<file path="src/rtl/oam_dma_arbiter.sv">
`default_nettype none
// ============================================================================
// Module      : oam_dma_arbiter
// Description : Shares the memory bus between the CPU and a page-to-port DMA
//               copy engine. Optional build macro: DMA_PARITY_ALIGN_EN.
// Revision    : 1.0 - initial release
// ============================================================================
module oam_dma_arbiter #(
    parameter logic [15:0] TRIG_ADDR = 16'h4014,
    parameter logic [15:0] DEST_ADDR = 16'h2004,
    parameter int unsigned XFER_LEN  = 256
) (
    input  logic        clk,
    input  logic        reset,
    input  logic [15:0] cpu_addr,
    input  logic [7:0]  cpu_wdata,
    input  logic        cpu_we,
    input  logic [7:0]  mem_rdata,
    output logic        cpu_ready,
    output logic [15:0] bus_addr,
    output logic [7:0]  bus_wdata,
    output logic        bus_we,
    output logic        dma_busy,
    output logic        dma_done
);

    localparam logic [8:0] C_LAST_IDX = 9'(XFER_LEN - 1);

    typedef enum logic [2:0] {
        S_IDLE    = 3'd0,
        S_PENDING = 3'd1,
        S_HALT    = 3'd2,
        S_RD      = 3'd3,
        S_WR      = 3'd4,
        S_DONE    = 3'd5
    } state_t;

    state_t     r_state;
    state_t     w_state_nxt;
    logic [8:0] r_idx;
    logic [8:0] w_idx_nxt;
    logic [7:0] r_page;
    logic [7:0] w_page_nxt;
    logic [7:0] r_byte;
    logic       r_cpu_ready;
    logic       w_halt_exit;

`ifdef DMA_PARITY_ALIGN_EN
    // Free-running cycle parity; the copy may only start on an odd cycle.
    logic r_parity;

    always_ff @(posedge clk) begin
        if (reset) begin
            r_parity <= 1'b0;
        end else begin
            r_parity <= ~r_parity;
        end
    end

    assign w_halt_exit = r_parity;
`else
    assign w_halt_exit = 1'b1;
`endif

    always_comb begin
        w_state_nxt = r_state;
        w_idx_nxt   = r_idx;
        w_page_nxt  = r_page;
        bus_addr    = cpu_addr;
        bus_wdata   = cpu_wdata;
        bus_we      = cpu_we;
        case (r_state)
            S_IDLE: begin
                if (cpu_we && (cpu_addr == TRIG_ADDR)) begin
                    w_page_nxt  = cpu_wdata;
                    w_state_nxt = S_PENDING;
                end
            end
            S_PENDING: begin
                // Stall only once the CPU is in a read cycle; later triggers are ignored.
                if (!cpu_we) begin
                    w_state_nxt = S_HALT;
                end
            end
            S_HALT: begin
                bus_we = 1'b0;
                if (w_halt_exit) begin
                    w_state_nxt = S_RD;
                end
            end
            S_RD: begin
                bus_addr    = {r_page, r_idx[7:0]};
                bus_we      = 1'b0;
                w_state_nxt = S_WR;
            end
            S_WR: begin
                bus_addr  = DEST_ADDR;
                bus_wdata = r_byte;
                bus_we    = 1'b1;
                if (r_idx == C_LAST_IDX) begin
                    w_idx_nxt   = 9'd0;
                    w_state_nxt = S_DONE;
                end else begin
                    w_idx_nxt   = r_idx + 9'd1;
                    w_state_nxt = S_RD;
                end
            end
            S_DONE: begin
                bus_we      = 1'b0;
                w_state_nxt = S_IDLE;
            end
            default: begin
                w_state_nxt = S_IDLE;
            end
        endcase
    end

    always_ff @(posedge clk) begin
        if (reset) begin
            r_state     <= S_IDLE;
            r_idx       <= 9'd0;
            r_page      <= 8'd0;
            r_byte      <= 8'd0;
            r_cpu_ready <= 1'b1;
        end else begin
            r_state     <= w_state_nxt;
            r_idx       <= w_idx_nxt;
            r_page      <= w_page_nxt;
            r_cpu_ready <= (w_state_nxt == S_IDLE) || (w_state_nxt == S_PENDING);
            if (r_state == S_RD) begin
                r_byte <= mem_rdata;
            end
        end
    end

    assign cpu_ready = r_cpu_ready;
    assign dma_busy  = (r_state == S_HALT) || (r_state == S_RD) || (r_state == S_WR);
    assign dma_done  = (r_state == S_DONE);

endmodule
`default_nettype wire

</file>
<file path="config.mk">
export PLATFORM = sky130hd
export DESIGN_NAME = oam_dma_arbiter
export DESIGN_NICKNAME = d
export VERILOG_FILES = /design/src/rtl/oam_dma_arbiter.sv
export SDC_FILE = /design/constraint.sdc
export NUM_CORES = 1
export LEC_CHECK = 0
export ABC_AREA = 1
export BUFFER_PORTS_ARGS = -buffer_cell sky130_fd_sc_hd__buf_4
export CELL_PAD_IN_SITES_DETAIL_PLACEMENT = 1
export CELL_PAD_IN_SITES_GLOBAL_PLACEMENT = 2
export CORE_UTILIZATION = 24
export DETAILED_ROUTE_END_ITERATION = 8
export GPL_TIMING_DRIVEN = 0
export PLACE_DENSITY_LB_ADDON = 0.1
export SYNTH_ARGS = -nofsm -noshare
export SYNTH_HDL_FRONTEND = slang
export SYNTH_SLANG_ARGS = --single-unit
</file>
<file path="constraint.sdc">
create_clock -name clk -period 1.5 [get_ports clk]
set_input_delay 0.15 -clock clk [delete_from_list [all_inputs] [get_ports clk]]
set_output_delay 0.15 -clock clk [all_outputs]
set_load 0.02 [all_outputs]
</file>
==> results.md <==
Timing:
- The pin slew with the least headroom to its limit is 590 ps.
- The worst clock skew is 3.64 ps.
- Setup repair after global routing could not meet its margin everywhere.
- Timing would allow up to 604 MHz.
- The max-slew headroom at the worst pin is 60.6%.
- Setup violations remaining at the end of the flow were counted as 24.
- The worst setup slack after layout is -156 ps.
- Counting I/O delays and the setup requirement, the final critical path takes 1660 ps.
- The final count of pins violating max slew was 0.
- The number of endpoints with negative hold slack in the final report is 0.
- Summed over all failing endpoints, the final setup total negative slack is -2440 ps.
- The final critical-path share of the clock period is 110%.

Die:
- The floorplan has 29 rows.
- The initial standard-cell utilization of the core is 25.2%.
- In this run the standard cell core region covers 0.00642 mm^2.
- The area enclosed by the die boundary is 0.00707 mm^2.
- 63 I/O pins were placed.
- The die extent in x is 84.1 um.
- The floorplan step set the die height to 84.1 um.

Yosys:
- The number of nets handed over by synthesis was 293.
- For this run, the register share of the synthesized area comes to 35.9%.
- In the synthesized netlist, the number of instances is 257.
- Yosys mapped the design onto 25 distinct sky130hd cell types.
- Averaged over all synthesized cells, the footprint is 6.29 um^2.
- Summing every instance area after synthesis gives 0.00162 mm^2.
- Yosys printed 0 warnings.
- The number of synthesized register bits is 29.

Global route:
- The via count of the first global-routing pass is 1928.
- The number of antenna violations at the first check in global routing is 0.
- The pin count of the biggest net entering global routing is 11.
- The first-pass GRT wire length is 9.29 mm.
- The total overflow reported by the global router is 0.
- Global routing consumed, over all layers together, 16.9% of the routing resources.

Routing:
- In the routed layout, each cell is associated on average with a via count of 4.61.
- Before antenna repair, the detailed router went through 6 iterations.
- The detailed router finished its first iteration with 89 violations.
- Summed over all layers, the routed wires come to 5.90 mm.
- Dividing the detail-routed wire length by the instance count gives 14.1 um.
- The number of nets with antenna violations after detailed routing is 0.
- The overall via count from detail_route is 1932.
- For this run, design rule violations remaining after detail routing come to 8.

Cells and area:
- The non-filler instance count after layout is 419.
- The proportion of layout cells with a drive suffix above 1 is 34.8%.
- After routing the design area is 0.00259 mm^2.
- The layout overhead on the synthesized area is 60.4%.
- After the last flow step, the layout net total stands at 377.
- 0 antenna diodes ended up in the layout.

Worst setup path:
- The critical path start-end classification is reg -> out.
- The critical path data required time is 1350 ps.
- The highest fanout seen on the critical path is 5.
- The critical path endpoint category is an output pin.
- The worst register-to-register path has a setup slack of 100 ps.
- At the worst endpoint, the arrival time is 1510 ps.
- The worst setup path is launched from a register.

Status:
- The flow ran to the end, but the final reports show violations.
- The final reports fail on DRC, setup timing.

Clock network:
- The clock root buffer master is sky130_fd_sc_hd__clkbuf_8.
- The clock net in this run drives a total of 29 sinks.
- The clock latency of the later-clocked register in the worst-skew pair is 280 ps.
- The clock tree synthesis step divided the H-tree into 2 levels.
- TritonCTS built the clock tree.
- The number of buffers on the longest clock path is 2.
- After clock tree synthesis, the clock-pin slew on the worst setup and hold paths is 70 ps.
- The total of hold buffers inserted after clock tree synthesis is 0.
- The number of CTS-inserted buffers is 5.

Place:
- Input and output buffers added on the ports amount to 62.
- Routability-driven placement finished with a final weighted congestion of 0.743.
- The number of placed cells counting well taps is 396.
- Once detailed placement completed, the half-perimeter wirelength came to 4.36 mm.
- OpenSTA, run right after detailed placement, puts the worst setup slack at -138 ps.
- The post-place instance area is 0.00218 mm^2.

Power:
- The maximum resistive drop on vdd is 0.305 mV.
- The leakage power is 0.00114 uW.
- The power density of the placed cells is 646 mW/mm^2.
- The sum of internal, switching and leakage power is 1680 uW.

Worst hold path:
- In this run the worst hold path is classified as in -> reg.

Job:
- The number of max-cap violations is 0.
==> repair_timing <==
action,in CTS,in global routing
buffers inserted,7,6
setup endpoints to repair,24,40
cloned,0,2
pin swaps,5,5
resized for setup,20,52
==> worst max-delay path: stages (launching register included) <==
cell                      delay, ps
sky130_fd_sc_hd__dfxtp_4        360
sky130_fd_sc_hd__nor2_4         130
sky130_fd_sc_hd__nand2_4         60
sky130_fd_sc_hd__buf_6          120
sky130_fd_sc_hd__nand2_4         60
sky130_fd_sc_hd__inv_4           50
sky130_fd_sc_hd__buf_8          120
sky130_fd_sc_hd__a22o_1         190
sky130_fd_sc_hd__buf_6          130
==> state kept, by name, indices dropped and copies added, names as in the netlist <==
name       count
r_page         8
r_byte         8
r_idx          9
cpu_ready      1
r_state        3
==> kinds of logic after synthesis <==
family          count (synthesis)  share of synthesized area, %
xor+xnor                        1                         0.542
simple gates                  148                          38.2
buf+inv                        35                          10.1
fa+ha+maj                       1                         0.774
compound gates                 43                          14.4
flops                          29                          35.9
==> cell usage after synthesis (all sizes together) <==
| library cell | count | area, um^2 |
|---|---|---|
| nand3 | 9 | 50.1 |
| or2 | 1 | 6.26 |
| dfxtp | 29 | 581 |
| inv | 27 | 101 |
| nand2 | 64 | 250 |
| a21oi | 8 | 40.0 |
| buf | 7 | 58.8 |
| o211ai | 2 | 15.0 |
| xor2 | 1 | 8.76 |
| nor2 | 63 | 241 |
| a22o | 3 | 26.3 |
| o22ai | 1 | 6.26 |
| clkbuf | 1 | 3.75 |
| nand4 | 10 | 62.6 |
| nand3b | 1 | 7.51 |
| ha | 1 | 12.5 |
| o21ai | 29 | 145 |
==> where the power goes <==
part | internal [uW] | switching, uW
registers | 766 | 0.00284
clock network | 321 | 302
logic | 144 | 144
total | 1230 | 445
==> final cells by class <==
cell class	count	area, um^2
sequential	29	591
clock inverter	2	10.0
timing repair buffer	77	651
inverter	27	116
buffer	8	86.3
clock buffer	6	72.6
tap	77	96.3
fill	823	3830
multi-input combinational	193	971
==> stage by stage <==
| stage | hold slack [ps] | util (%) |
|---|---|---|
| 2_1_floorplan | 219 | - |
| 3_3_place_gp | 364 | 33.9 |
| 3_5_place_dp | 364 | 33.9 |
| 4_1_cts | 57.2 | 36.8 |
| 5_1_grt | 80.0 | 40.4 |
| 6_report | 73.8 | 40.4 |
==> layer usage <==
metal / up-vias / part of all wire (%) / GRT usage (%) / wire length, um
li1: 996 / - / - / -
met1: 880 / 48 / 22.7 / 2850
met2: 49 / 46 / 27.2 / 2740
met3: 7 / 4.3 / 3.46 / 253
met4: 0 / 1.1 / 4.70 / 63
met5: - / 0 / 0 / 0
==> path summary, 6_finish.rpt <==
path	end	cells past startpoint	startpoint
max	bus_addr[11]	8	r_state[0]
min	r_state[1]	2	reset
max reg2reg	r_idx[2]	9	r_state[0]
min reg2reg	r_page[7]	2	r_page[7]
==> cell usage in the layout, fill, tap and decap left out, types with 2 or more instances in the layout <==
cell type	instances
sky130_fd_sc_hd__a21oi_1	6
sky130_fd_sc_hd__a21oi_2	2
sky130_fd_sc_hd__a22o_1	3
sky130_fd_sc_hd__buf_4	66
sky130_fd_sc_hd__buf_6	11
sky130_fd_sc_hd__buf_8	4
sky130_fd_sc_hd__clkbuf_1	2
sky130_fd_sc_hd__clkbuf_16	2
sky130_fd_sc_hd__clkbuf_8	5
sky130_fd_sc_hd__clkinv_2	2
sky130_fd_sc_hd__dfxtp_1	25
sky130_fd_sc_hd__dfxtp_2	2
sky130_fd_sc_hd__dfxtp_4	2
sky130_fd_sc_hd__inv_1	23
sky130_fd_sc_hd__nand2_1	53
sky130_fd_sc_hd__nand2_2	3
sky130_fd_sc_hd__nand2_4	8
sky130_fd_sc_hd__nand3_1	8
sky130_fd_sc_hd__nand4_1	10
sky130_fd_sc_hd__nor2_1	59
sky130_fd_sc_hd__nor2_2	2
sky130_fd_sc_hd__nor2_4	2
sky130_fd_sc_hd__o211ai_1	2
sky130_fd_sc_hd__o21ai_0	13
sky130_fd_sc_hd__o21ai_1	13
sky130_fd_sc_hd__o21ai_2	3
(Power assumes the default switching activity.)
